[src/rtl/tomasulo_pkg.sv]
// ---------------------------------------------------------------------------
// tomasulo_pkg
// Shared types for the Tomasulo pipeline: opcodes, tag/word types, CDB
// broadcast record, operand record and the reservation-station entry record.
// RS_N is the default station depth used by tomasulo_rs_multi.
// No ports (package only).
// ---------------------------------------------------------------------------
package tomasulo_pkg;

   localparam int RS_N       = 4;
   localparam int PKG_TAG_W  = 5;
   localparam int PKG_WORD_W = 32;

   typedef enum logic [3:0] {
      OP_ADD = 4'd0,
      OP_SUB = 4'd1,
      OP_AND = 4'd2,
      OP_OR  = 4'd3,
      OP_XOR = 4'd4,
      OP_SLL = 4'd5,
      OP_SRL = 4'd6,
      OP_MUL = 4'd7
   } opcode_t;

   typedef logic [PKG_TAG_W-1:0]  tag_t;
   typedef logic [PKG_WORD_W-1:0] word_t;
   typedef word_t                 imm_t;

   typedef struct packed {
      logic  vld;
      tag_t  tag;
      word_t data;
   } cdb_t;

   // While busy is set, the low tag bits of val hold the producer tag.
   typedef struct packed {
      logic  busy;
      word_t val;
   } oprand_t;

   typedef struct packed {
      logic             vld;
      opcode_t          op;
      tag_t             tag;
      oprand_t [1:0]    opr;
      imm_t             imm;
   } rs_entry_t;

endpackage

[src/rtl/tomasulo_rs_age_matrix.sv]
// ---------------------------------------------------------------------------
// tomasulo_rs_age_matrix
// Relative-age tracker for the reservation station. older[i][j] set means
// entry i was allocated before entry j. Returns a one-hot select of the
// oldest entry among those flagged ready (all zero when none are ready).
// Ports:
//   clk, rst  - clock, synchronous active-high reset
//   alloc     - one-hot (or zero) entry being allocated this cycle
//   ready     - per-entry ready flags
//   oldest    - one-hot oldest ready entry
// ---------------------------------------------------------------------------
module tomasulo_rs_age_matrix #(
   parameter int ENTRIES_N = 4
) (
   input  logic                 clk,
   input  logic                 rst,
   input  logic [ENTRIES_N-1:0] alloc,
   input  logic [ENTRIES_N-1:0] ready,
   output logic [ENTRIES_N-1:0] oldest
);

   logic [ENTRIES_N-1:0] older [ENTRIES_N];

   // A freshly allocated entry is younger than everyone: its row is cleared
   // and every other row marks it as younger. Bits held by free entries are
   // stale but harmless, since they are only consulted between ready entries
   // and a row is rewritten whenever its entry is allocated again.
   always_ff @(posedge clk) begin
      if (rst) begin
         for (int i = 0; i < ENTRIES_N; i++) begin
            older[i] <= '0;
         end
      end else begin
         for (int n = 0; n < ENTRIES_N; n++) begin
            if (alloc[n]) begin
               older[n] <= '0;
               for (int k = 0; k < ENTRIES_N; k++) begin
                  if (k != n) begin
                     older[k][n] <= 1'b1;
                  end
               end
            end
         end
      end
   end

   // An entry wins when it is ready and older than every other ready entry.
   always_comb begin
      for (int i = 0; i < ENTRIES_N; i++) begin
         oldest[i] = ready[i];
         for (int j = 0; j < ENTRIES_N; j++) begin
            if (j != i && ready[j] && !older[i][j]) begin
               oldest[i] = 1'b0;
            end
         end
      end
   end

endmodule

[src/rtl/tomasulo_rs_multi.sv]
// ---------------------------------------------------------------------------
// tomasulo_rs_multi
// Reservation station between dispatch and one functional unit. Holds up to
// ENTRIES_N renamed instructions, snoops CDB_N broadcast channels for pending
// operand tags, and issues ready entries over a valid/ready handshake with a
// hold lock while the unit stalls.
// Build option: define TOMASULO_RS_AGE_EN to issue the oldest ready entry
// (age matrix); otherwise the lowest-index ready entry issues.
// Ports:
//   clk, rst, flush                    - clock, sync reset, sync squash
//   disp_vld/disp_rdy + disp_op, disp_tag, disp_busy, disp_opr, disp_imm
//                                      - dispatch request and payload
//   cdb_vld, cdb_tag, cdb_wdata        - per-channel broadcast
//   iss_vld/iss_rdy + iss_op, iss_tag, iss_rdata, iss_imm
//                                      - issue handshake and payload
//   occupancy                          - number of valid entries
// ---------------------------------------------------------------------------
module tomasulo_rs_multi
   import tomasulo_pkg::*;
#(
   parameter int ENTRIES_N = RS_N,
   parameter int CDB_N     = 2,
   parameter int TAG_W     = 5,
   parameter int WORD_W    = 32
) (
   input  logic                            clk,
   input  logic                            rst,
   input  logic                            flush,
   input  logic                            disp_vld,
   output logic                            disp_rdy,
   input  opcode_t                         disp_op,
   input  logic [TAG_W-1:0]                disp_tag,
   input  logic [1:0]                      disp_busy,
   input  logic [1:0][WORD_W-1:0]          disp_opr,
   input  logic [WORD_W-1:0]               disp_imm,
   input  logic [CDB_N-1:0]                cdb_vld,
   input  logic [CDB_N-1:0][TAG_W-1:0]     cdb_tag,
   input  logic [CDB_N-1:0][WORD_W-1:0]    cdb_wdata,
   output logic                            iss_vld,
   input  logic                            iss_rdy,
   output opcode_t                         iss_op,
   output logic [TAG_W-1:0]                iss_tag,
   output logic [1:0][WORD_W-1:0]          iss_rdata,
   output logic [WORD_W-1:0]               iss_imm,
   output logic [$clog2(ENTRIES_N+1)-1:0]  occupancy
);

   localparam int IDX_W = $clog2(ENTRIES_N);
   localparam int OCC_W = $clog2(ENTRIES_N+1);

   logic [ENTRIES_N-1:0]    ent_vld;
   opcode_t                 ent_op   [ENTRIES_N];
   logic [TAG_W-1:0]        ent_tag  [ENTRIES_N];
   logic [WORD_W-1:0]       ent_imm  [ENTRIES_N];
   logic [1:0]              ent_busy [ENTRIES_N];
   logic [1:0][WORD_W-1:0]  ent_val  [ENTRIES_N];

   logic                    lock_vld;
   logic [IDX_W-1:0]        lock_idx;

   logic [1:0]              wake_hit  [ENTRIES_N];
   logic [1:0][WORD_W-1:0]  wake_data [ENTRIES_N];
   logic [1:0]              new_busy;
   logic [1:0][WORD_W-1:0]  new_val;
   logic [ENTRIES_N-1:0]    ready;
   logic [IDX_W-1:0]        free_idx;
   logic [IDX_W-1:0]        pick_idx;
   logic [IDX_W-1:0]        sel_idx;
   logic                    disp_acc;
   logic                    iss_acc;

   // Looks a tag up on the CDB. The scan runs from the highest channel down
   // so the lowest matching channel is the one left in d.
   function automatic logic cdb_lookup(input logic [TAG_W-1:0] t,
                                       output logic [WORD_W-1:0] d);
      cdb_lookup = 1'b0;
      d = '0;
      for (int c = CDB_N-1; c >= 0; c--) begin
         if (cdb_vld[c] && cdb_tag[c] == t) begin
            cdb_lookup = 1'b1;
            d = cdb_wdata[c];
         end
      end
   endfunction

   // Wake-up matches for stored operands, plus the same-cycle bypass for an
   // operand arriving on the dispatch port.
   always_comb begin
      logic [WORD_W-1:0] d;
      logic              hit;
      for (int i = 0; i < ENTRIES_N; i++) begin
         for (int k = 0; k < 2; k++) begin
            hit = cdb_lookup(ent_val[i][k][TAG_W-1:0], d);
            wake_hit[i][k]  = ent_vld[i] && ent_busy[i][k] && hit;
            wake_data[i][k] = d;
         end
      end
      for (int k = 0; k < 2; k++) begin
         hit = cdb_lookup(disp_opr[k][TAG_W-1:0], d);
         new_busy[k] = disp_busy[k];
         new_val[k]  = disp_opr[k];
         if (disp_busy[k] && hit) begin
            new_busy[k] = 1'b0;
            new_val[k]  = d;
         end
      end
   end

   // Ready flags and the lowest free slot for the next dispatch.
   always_comb begin
      free_idx = '0;
      for (int i = ENTRIES_N-1; i >= 0; i--) begin
         ready[i] = ent_vld[i] && (ent_busy[i] == 2'b00);
         if (!ent_vld[i]) begin
            free_idx = IDX_W'(i);
         end
      end
   end

   assign disp_rdy = (occupancy != OCC_W'(ENTRIES_N)) && !rst && !flush;
   assign disp_acc = disp_vld && disp_rdy;

`ifdef TOMASULO_RS_AGE_EN
   logic [ENTRIES_N-1:0] alloc_oh;
   logic [ENTRIES_N-1:0] oldest_oh;

   always_comb begin
      alloc_oh = '0;
      if (disp_acc) begin
         alloc_oh[free_idx] = 1'b1;
      end
   end

   tomasulo_rs_age_matrix #(
      .ENTRIES_N (ENTRIES_N)
   ) u_age (
      .clk    (clk),
      .rst    (rst),
      .alloc  (alloc_oh),
      .ready  (ready),
      .oldest (oldest_oh)
   );

   // Oldest ready entry, converted from one-hot to an index.
   always_comb begin
      pick_idx = '0;
      for (int i = 0; i < ENTRIES_N; i++) begin
         if (oldest_oh[i]) begin
            pick_idx = IDX_W'(i);
         end
      end
   end
`else
   // Lowest-index ready entry.
   always_comb begin
      pick_idx = '0;
      for (int i = ENTRIES_N-1; i >= 0; i--) begin
         if (ready[i]) begin
            pick_idx = IDX_W'(i);
         end
      end
   end
`endif

   // While the unit stalls a valid issue, the locked index overrides
   // arbitration so the payload cannot change under the handshake.
   assign sel_idx   = lock_vld ? lock_idx : pick_idx;
   assign iss_vld   = (lock_vld || (|ready)) && !flush && !rst;
   assign iss_acc   = iss_vld && iss_rdy;
   assign iss_op    = ent_op[sel_idx];
   assign iss_tag   = ent_tag[sel_idx];
   assign iss_rdata = ent_val[sel_idx];
   assign iss_imm   = ent_imm[sel_idx];

   // Entry storage, lock register and occupancy counter. Wake-ups are applied
   // first; the dispatch write targets a slot that is free this cycle, so it
   // never collides with a wake-up or with the entry being issued.
   always_ff @(posedge clk) begin
      if (rst) begin
         ent_vld   <= '0;
         lock_vld  <= 1'b0;
         lock_idx  <= '0;
         occupancy <= '0;
         for (int i = 0; i < ENTRIES_N; i++) begin
            ent_op[i]   <= OP_ADD;
            ent_tag[i]  <= '0;
            ent_imm[i]  <= '0;
            ent_busy[i] <= '0;
            ent_val[i]  <= '0;
         end
      end else if (flush) begin
         ent_vld   <= '0;
         lock_vld  <= 1'b0;
         occupancy <= '0;
      end else begin
         for (int i = 0; i < ENTRIES_N; i++) begin
            for (int k = 0; k < 2; k++) begin
               if (wake_hit[i][k]) begin
                  ent_busy[i][k] <= 1'b0;
                  ent_val[i][k]  <= wake_data[i][k];
               end
            end
         end
         if (iss_acc) begin
            ent_vld[sel_idx] <= 1'b0;
         end
         if (disp_acc) begin
            ent_vld[free_idx]  <= 1'b1;
            ent_op[free_idx]   <= disp_op;
            ent_tag[free_idx]  <= disp_tag;
            ent_imm[free_idx]  <= disp_imm;
            ent_busy[free_idx] <= new_busy;
            ent_val[free_idx]  <= new_val;
         end
         lock_vld <= iss_vld && !iss_rdy;
         lock_idx <= sel_idx;
         if (disp_acc && !iss_acc) begin
            occupancy <= occupancy + OCC_W'(1);
         end else if (iss_acc && !disp_acc) begin
            occupancy <= occupancy - OCC_W'(1);
         end
      end
   end

endmodule

[config.mk]
export PLATFORM = sky130hd
export DESIGN_NAME = tomasulo_rs_multi
export DESIGN_NICKNAME = d
export VERILOG_FILES = /design/src/rtl/tomasulo_pkg.sv /design/src/rtl/tomasulo_rs_age_matrix.sv /design/src/rtl/tomasulo_rs_multi.sv
export SDC_FILE = /design/constraint.sdc
export NUM_CORES = 1
export LEC_CHECK = 0
export CORE_MARGIN = 5
export CORE_UTILIZATION = 45
export DETAILED_ROUTE_END_ITERATION = 12
export GPL_ROUTABILITY_DRIVEN = 0
export PLACE_DENSITY = 0.66
export SLEW_MARGIN = 20
export SYNTH_ARGS = -nofsm -noshare
export SYNTH_HDL_FRONTEND = slang
export SYNTH_SLANG_ARGS = --single-unit
export TNS_END_PERCENT = 10
[constraint.sdc]
create_clock -name clk -period 4.5 [get_ports clk]
set_clock_uncertainty 0.2 [all_clocks]
set_input_delay 0.9 -clock clk [delete_from_list [all_inputs] [get_ports clk]]
set_output_delay 0.9 -clock clk [all_outputs]
set_load 0.005 [all_outputs]
* Yosys cells after proc, flatten, opt, wreduce, memory -nomap -nowiden
Memories as Yosys holds them, arrays and structs flattened.
Cells that the tools add are included.
** Operators by class
- $mul :: 0
- Reduce and logical (&&, ||, !) cells :: 69
- $add $sub $neg :: 2
- Div/mod/pow operators :: 0
- Shift-type cells :: 0
- Muxes and demuxes :: 126
- Equal/unequal tests :: 21
- $lt $le $gt $ge :: 4
- Bitwise gates (word level) :: 19
** Operators by type and width (count)
- $mux 32 :: 31
- $eq 5x5->1 :: 20
- $mux 1 :: 73
- $logic_and 1x1->1 :: 53
- $reduce_or 32->1 :: 1
- $mux 2 :: 12
- $mux 4 :: 5
- $or 1x1->1 :: 16
- $logic_not 2->1 :: 4
- $reduce_or 4->1 :: 2
- $lt 2x3->1 const B :: 2
- $mux 3 :: 2
- $logic_not 1->1 :: 5
- $mux 5 :: 1
- $reduce_or 5->1 :: 1
- $and 4x4->4 :: 1
- $demux 1 s2 :: 2
- $ge 2x1->1 const B :: 2
- $not 4->4 :: 1
- $or 4x4->4 :: 1
- $add 3x1->3 const B :: 1
- $ne 3x3->1 const B :: 1
- $sub 3x1->3 const B :: 1
- $reduce_bool 2->1 :: 1
- other kinds (2) :: 2
** Storage, ports and cells
- ROM bits :: 0
- Bits of input ports :: 188
- Memories :: 5
- Output and inout bits :: 110
- Memory bits (writable) :: 428
- Bits in latches :: 0
- Register bits after elaboration :: 10
** Memory list
- ent_val :: words 4, width 64, rd ports 5, clocked after memory_dff 0, write ports 5, RTL line tomasulo_rs_multi.sv:56 : logic [1:0][WORD_W-1:0] ent_val [ENTRIES_N];
- ent_imm :: words 4, width 32, rd ports 1, clocked after memory_dff 0, write ports 4, RTL line tomasulo_rs_multi.sv:54 : logic [WORD_W-1:0] ent_imm [ENTRIES_N];
- ent_tag :: words 4, width 5, rd ports 1, clocked after memory_dff 0, write ports 4, RTL line tomasulo_rs_multi.sv:53 : logic [TAG_W-1:0] ent_tag [ENTRIES_N];
- ent_op :: words 4, width 4, rd ports 1, clocked after memory_dff 0, write ports 4, RTL line tomasulo_rs_multi.sv:52 : opcode_t ent_op [ENTRIES_N];
- ent_busy :: words 4, width 2, rd ports 4, clocked after memory_dff 0, write ports 5, RTL line tomasulo_rs_multi.sv:55 : logic [1:0] ent_busy [ENTRIES_N];

* Longest topological paths before layout
An unclocked memory read counts as a cell.
- Depth in word-level cells :: 19
- Gate-level depth with buffers :: 10
- Depth with buffers taken out :: 9

* Worst setup path before layout
OpenSTA, ideal clock, no wires.
- Path type :: input port to flip-flop
- Start point :: input cdb_tag[0] in the netlist's numbering
- End point :: memory ent_busy[1][0], enable pin
- Path slack :: 0.946 ns
- Data required time :: 3.910 ns
- Data arrival time :: 2.964 ns
- Stages :: 8
- Cell sequence :: buf_2 > xor2_1 > nor4_1 > and3_1 > buf_2 > o2111ai_1 > buf_2 > nand2_1
** RTL lines
- from (decl) :: RTL line tomasulo_rs_multi.sv:37 : input logic [CDB_N-1:0][TAG_W-1:0] cdb_tag,
- to (decl) :: RTL line tomasulo_rs_multi.sv:55

==> out/qor.csv <==
stage;metric;value;unit
worst_setup_path;Worst EP required;3.40;ns
min_path;Hold Path Class;flop to flop;
synth;async set-or-reset flop fraction in the synthesized netlist;0;
die;Core ar.;58700;µm²
routing;Avg WL per Cell;29.9;µm
synth;Post-synth EDFFs;428;
die;# rows;89;
routing;initial DRC count;2856;
run_status;failing checks;setup timing;
cts;Clk pin slew, worst setup/hold paths;0.06;ns
cts;TritonCTS Sinks;438;
layout;Layout fillers;4887;
synth;Netlist cell types;52;
synth;Post-Syn Area;26500;µm²
synth;synth cell count leaders;mux2i_1, edfxtp_1, o22ai_1;
synth;syn nets;2499;
synth;Synth area leaders;edfxtp_1, mux2i_1, o22ai_1, o221ai_2, xor2_1;
layout;Layout area overhead;20.6;%
worst_setup_path;crit-path max FO;41;
die;die height;253;µm
routing;Pre-antenna DRT Iters;5;
synth;Mapped Avg Cell Area;11.5;µm²
global_route;gr usage total;0.294;
routing;via/cell ratio;6.74;
placement;IO Port Bufs;297;
die;die width;253;µm
worst_setup_path;CP endpoint kind;primary output;
synth;cell taking the most area after synthesis;edfxtp_1;
worst_setup_path;crit path DAT;3.51;ns
worst_setup_path;crit path launch type;flop;
worst_setup_path;kind of critical path;flop to primary output;
placement;placed cells;3214;
timing;Slew headroom;0.255;
die;# IOs;298;
synth;Cells after Synth;2309;
power;Peak supply drop;316;µV
timing;fin crit share;1.02;
routing;Residual DRC;0;
timing;Max Transition Viols Final;0;
placement;detailed placer's ending HPWL;58900;µm
synth;post-synthesis sequential area ratio;0.492;
synth;Yosys reg bits;438;
timing;Final setup viols;8;
cts;CTS tree;built;
global_route;initial antenna violation count;5;
routing;post-route ant nets;0;
global_route;first-pass GRT wire length;144000;µm
timing;final worst setup slack;-0.111;ns
die;Die Footprint;64000;µm²
cts;Root Driver;clkbuf_16;
cts;TritonCTS Buffers;50;
synth;Syn. warnings;0;
routing;DRT Wirelength;99000;µm
worst_setup_path;crit-path leading delay family;buffers and inverters;
layout;fin cells;3309;
cts;clk buf depth;3;
worst_setup_path;Slowest-stage cell, CP;clkdlybuf4s50_1;
synth;most common cell in the netlist;mux2i_1;
worst_setup_path;Worst path max stage delay;0.60;ns
routing;Vias;22300;
synth;top cell type's share of synthesized area;0.484;
worst_setup_path;cell mode on critical path;mux2i_1;
cts;H-tree depth;2;
timing;Fin. Hold Viols;0;
run_status;status;finished with violations;
power;leakage power;10.2;nW
layout;layout cells sized above 1;0.107;
die;Initial Utilization;0.452;
timing;Worst Tran Pin Value;1.12;ns
cts;Skew-Pair Late Insertion Delay;0.60;ns
global_route;largest net degree at the start of global routing;74;
synth;ys flop type;edfxtp_1;
power;PwrDens;308;nW/µm²
global_route;total congestion overflow;0;
run;Max-Cap Viols;0;
layout;Final nets;2688;
timing;FMAX;0.217;GHz
timing;total negative slack;-0.293;ns
worst_setup_path;critical path buffer and inverter count;2;
timing;RSZ-0062 raised after global routing;true;
global_route;number of global-route vias before repair;22200;
worst_setup_path;crit-path cells;or3b_1 -> nand2b_1 -> a32o_4 -> buf_12 -> mux2i_1 -> mux2i_1 -> clkdlybuf4s50_1;
cts;hold buffers post-CTS;0;
timing;Final Critical Period;4.61;ns
==> per-layer routing <==
metal  vias up  GRT usage  wire (µm)
li1       9319          -          -
met1     10900      0.381      37300
met2      1682      0.462      45000
met3       408     0.0791      11500
met4         8      0.138       5130
met5         -          0         54
==> worst reg2reg max path: stages, from the launching register on <==
cell	delay (ns)
dfxtp_1	0.35
or3b_2	0.55
nand3_1	0.20
or4b_2	0.18
buf_4	0.51
buf_4	0.59
o22ai_1	0.19
==> timing repair <==
| action | CTS | global route |
|---|---|---|
| endpoints found under the setup margin | 21 | 34 |
| pin swaps | 1 | 0 |
| gates cloned | 0 | 1 |
| buffers inserted | 4 | 0 |
| gates resized for setup | 4 | 6 |
==> registers in the layout, summed over array words and instances (netlist names) <==
name	count
ent_imm	128
lock_vld	1
ent_tag	20
ent_val	256
ent_busy	8
lock_idx	2
ent_vld	4
ent_op	16
occupancy	3
==> report_power, final <==
part	internal (W)	leakage (nW)	switching [W]
clock	0.00214	0.722	0.00165
combinational	0.000535	4.94	0.000799
sequential	0.00465	4.50	0.0000671
==> final timing paths <==
check        cells after the start                        end  slack (ns)                       from
max                              7              iss_rdata[53]       -0.11      ent_vld[3]$_SDFF_PP0_
min                              2  occupancy[2]$_SDFFE_PP0P_        0.32  occupancy[2]$_SDFFE_PP0P_
max reg2reg                      6   ent_val[3][62]$_DFFE_PP_        1.46  occupancy[0]$_SDFFE_PP0P_
min reg2reg                      2  occupancy[2]$_SDFFE_PP0P_        0.32  occupancy[2]$_SDFFE_PP0P_
==> metrics by stage <==
| step | total power [W] | hold WS (ns) | setup slack [ns] | area, µm² | utilization |
|---|---|---|---|---|---|
| 6_report | 0.00985 | 0.324 | -0.111 | 32000 | 0.546 |
| 5_1_grt | 0.0101 | 0.349 | -0.112 | 32000 | 0.546 |
| 4_1_cts | 0.00984 | 0.311 | -0.0302 | 32000 | 0.545 |
| 3_5_place_dp | 0.00610 | 0.301 | 0.286 | 30400 | 0.519 |
| 3_3_place_gp | 0.00607 | 0.280 | 0.303 | 30400 | 0.519 |
| 2_1_floorplan | 0.00541 | 0.264 | 0.946 | 26500 | - |
==> cells by family (layout without fill, tap and decap cells) <==
logic type,Yosys count,after routing,synth area share
flops,438,438,0.492
simple gates,503,503,0.106
xor+xnor,102,102,0.0337
compound gates,412,412,0.118
mux,509,509,0.192
other cells,0,1,0
fa+ha+maj,2,2,0.00123
buf+inv,343,569,0.0574
==> final cells by class <==
type	count	area, µm²	area share
antenna	1	2.50	0.0000782
clock buffer	72	1400	0.0437
clock inverter	17	85.1	0.00266
inverter	82	308	0.00961
multi-input combinational	1528	12100	0.379
sequential	438	13100	0.408
tap	773	967	0.0302
timing repair buffer	398	4060	0.127
==> cells in the final DEF (no fill, tap or decap), types with 10 or more instances in the layout <==
cell,netlist,routed
edfxtp_1,428,428
and3_1,26,18
clkdlybuf4s50_1,0,295
nor3_1,65,65
a21oi_1,11,11
nor4_1,14,14
clkbuf_16,0,54
nor2b_1,36,36
nand2_1,56,54
buf_4,36,75
nand4_1,68,68
dfxtp_1,10,10
clkbuf_1,129,19
inv_1,82,82
o221ai_2,60,60
nand4b_1,64,64
xor2_1,74,74
o22ai_1,256,256
a31oi_1,58,58
buf_12,0,24
nor2_1,142,141
mux2i_1,508,499
xnor2_1,28,26
Power figures use the tool's default switching activity.
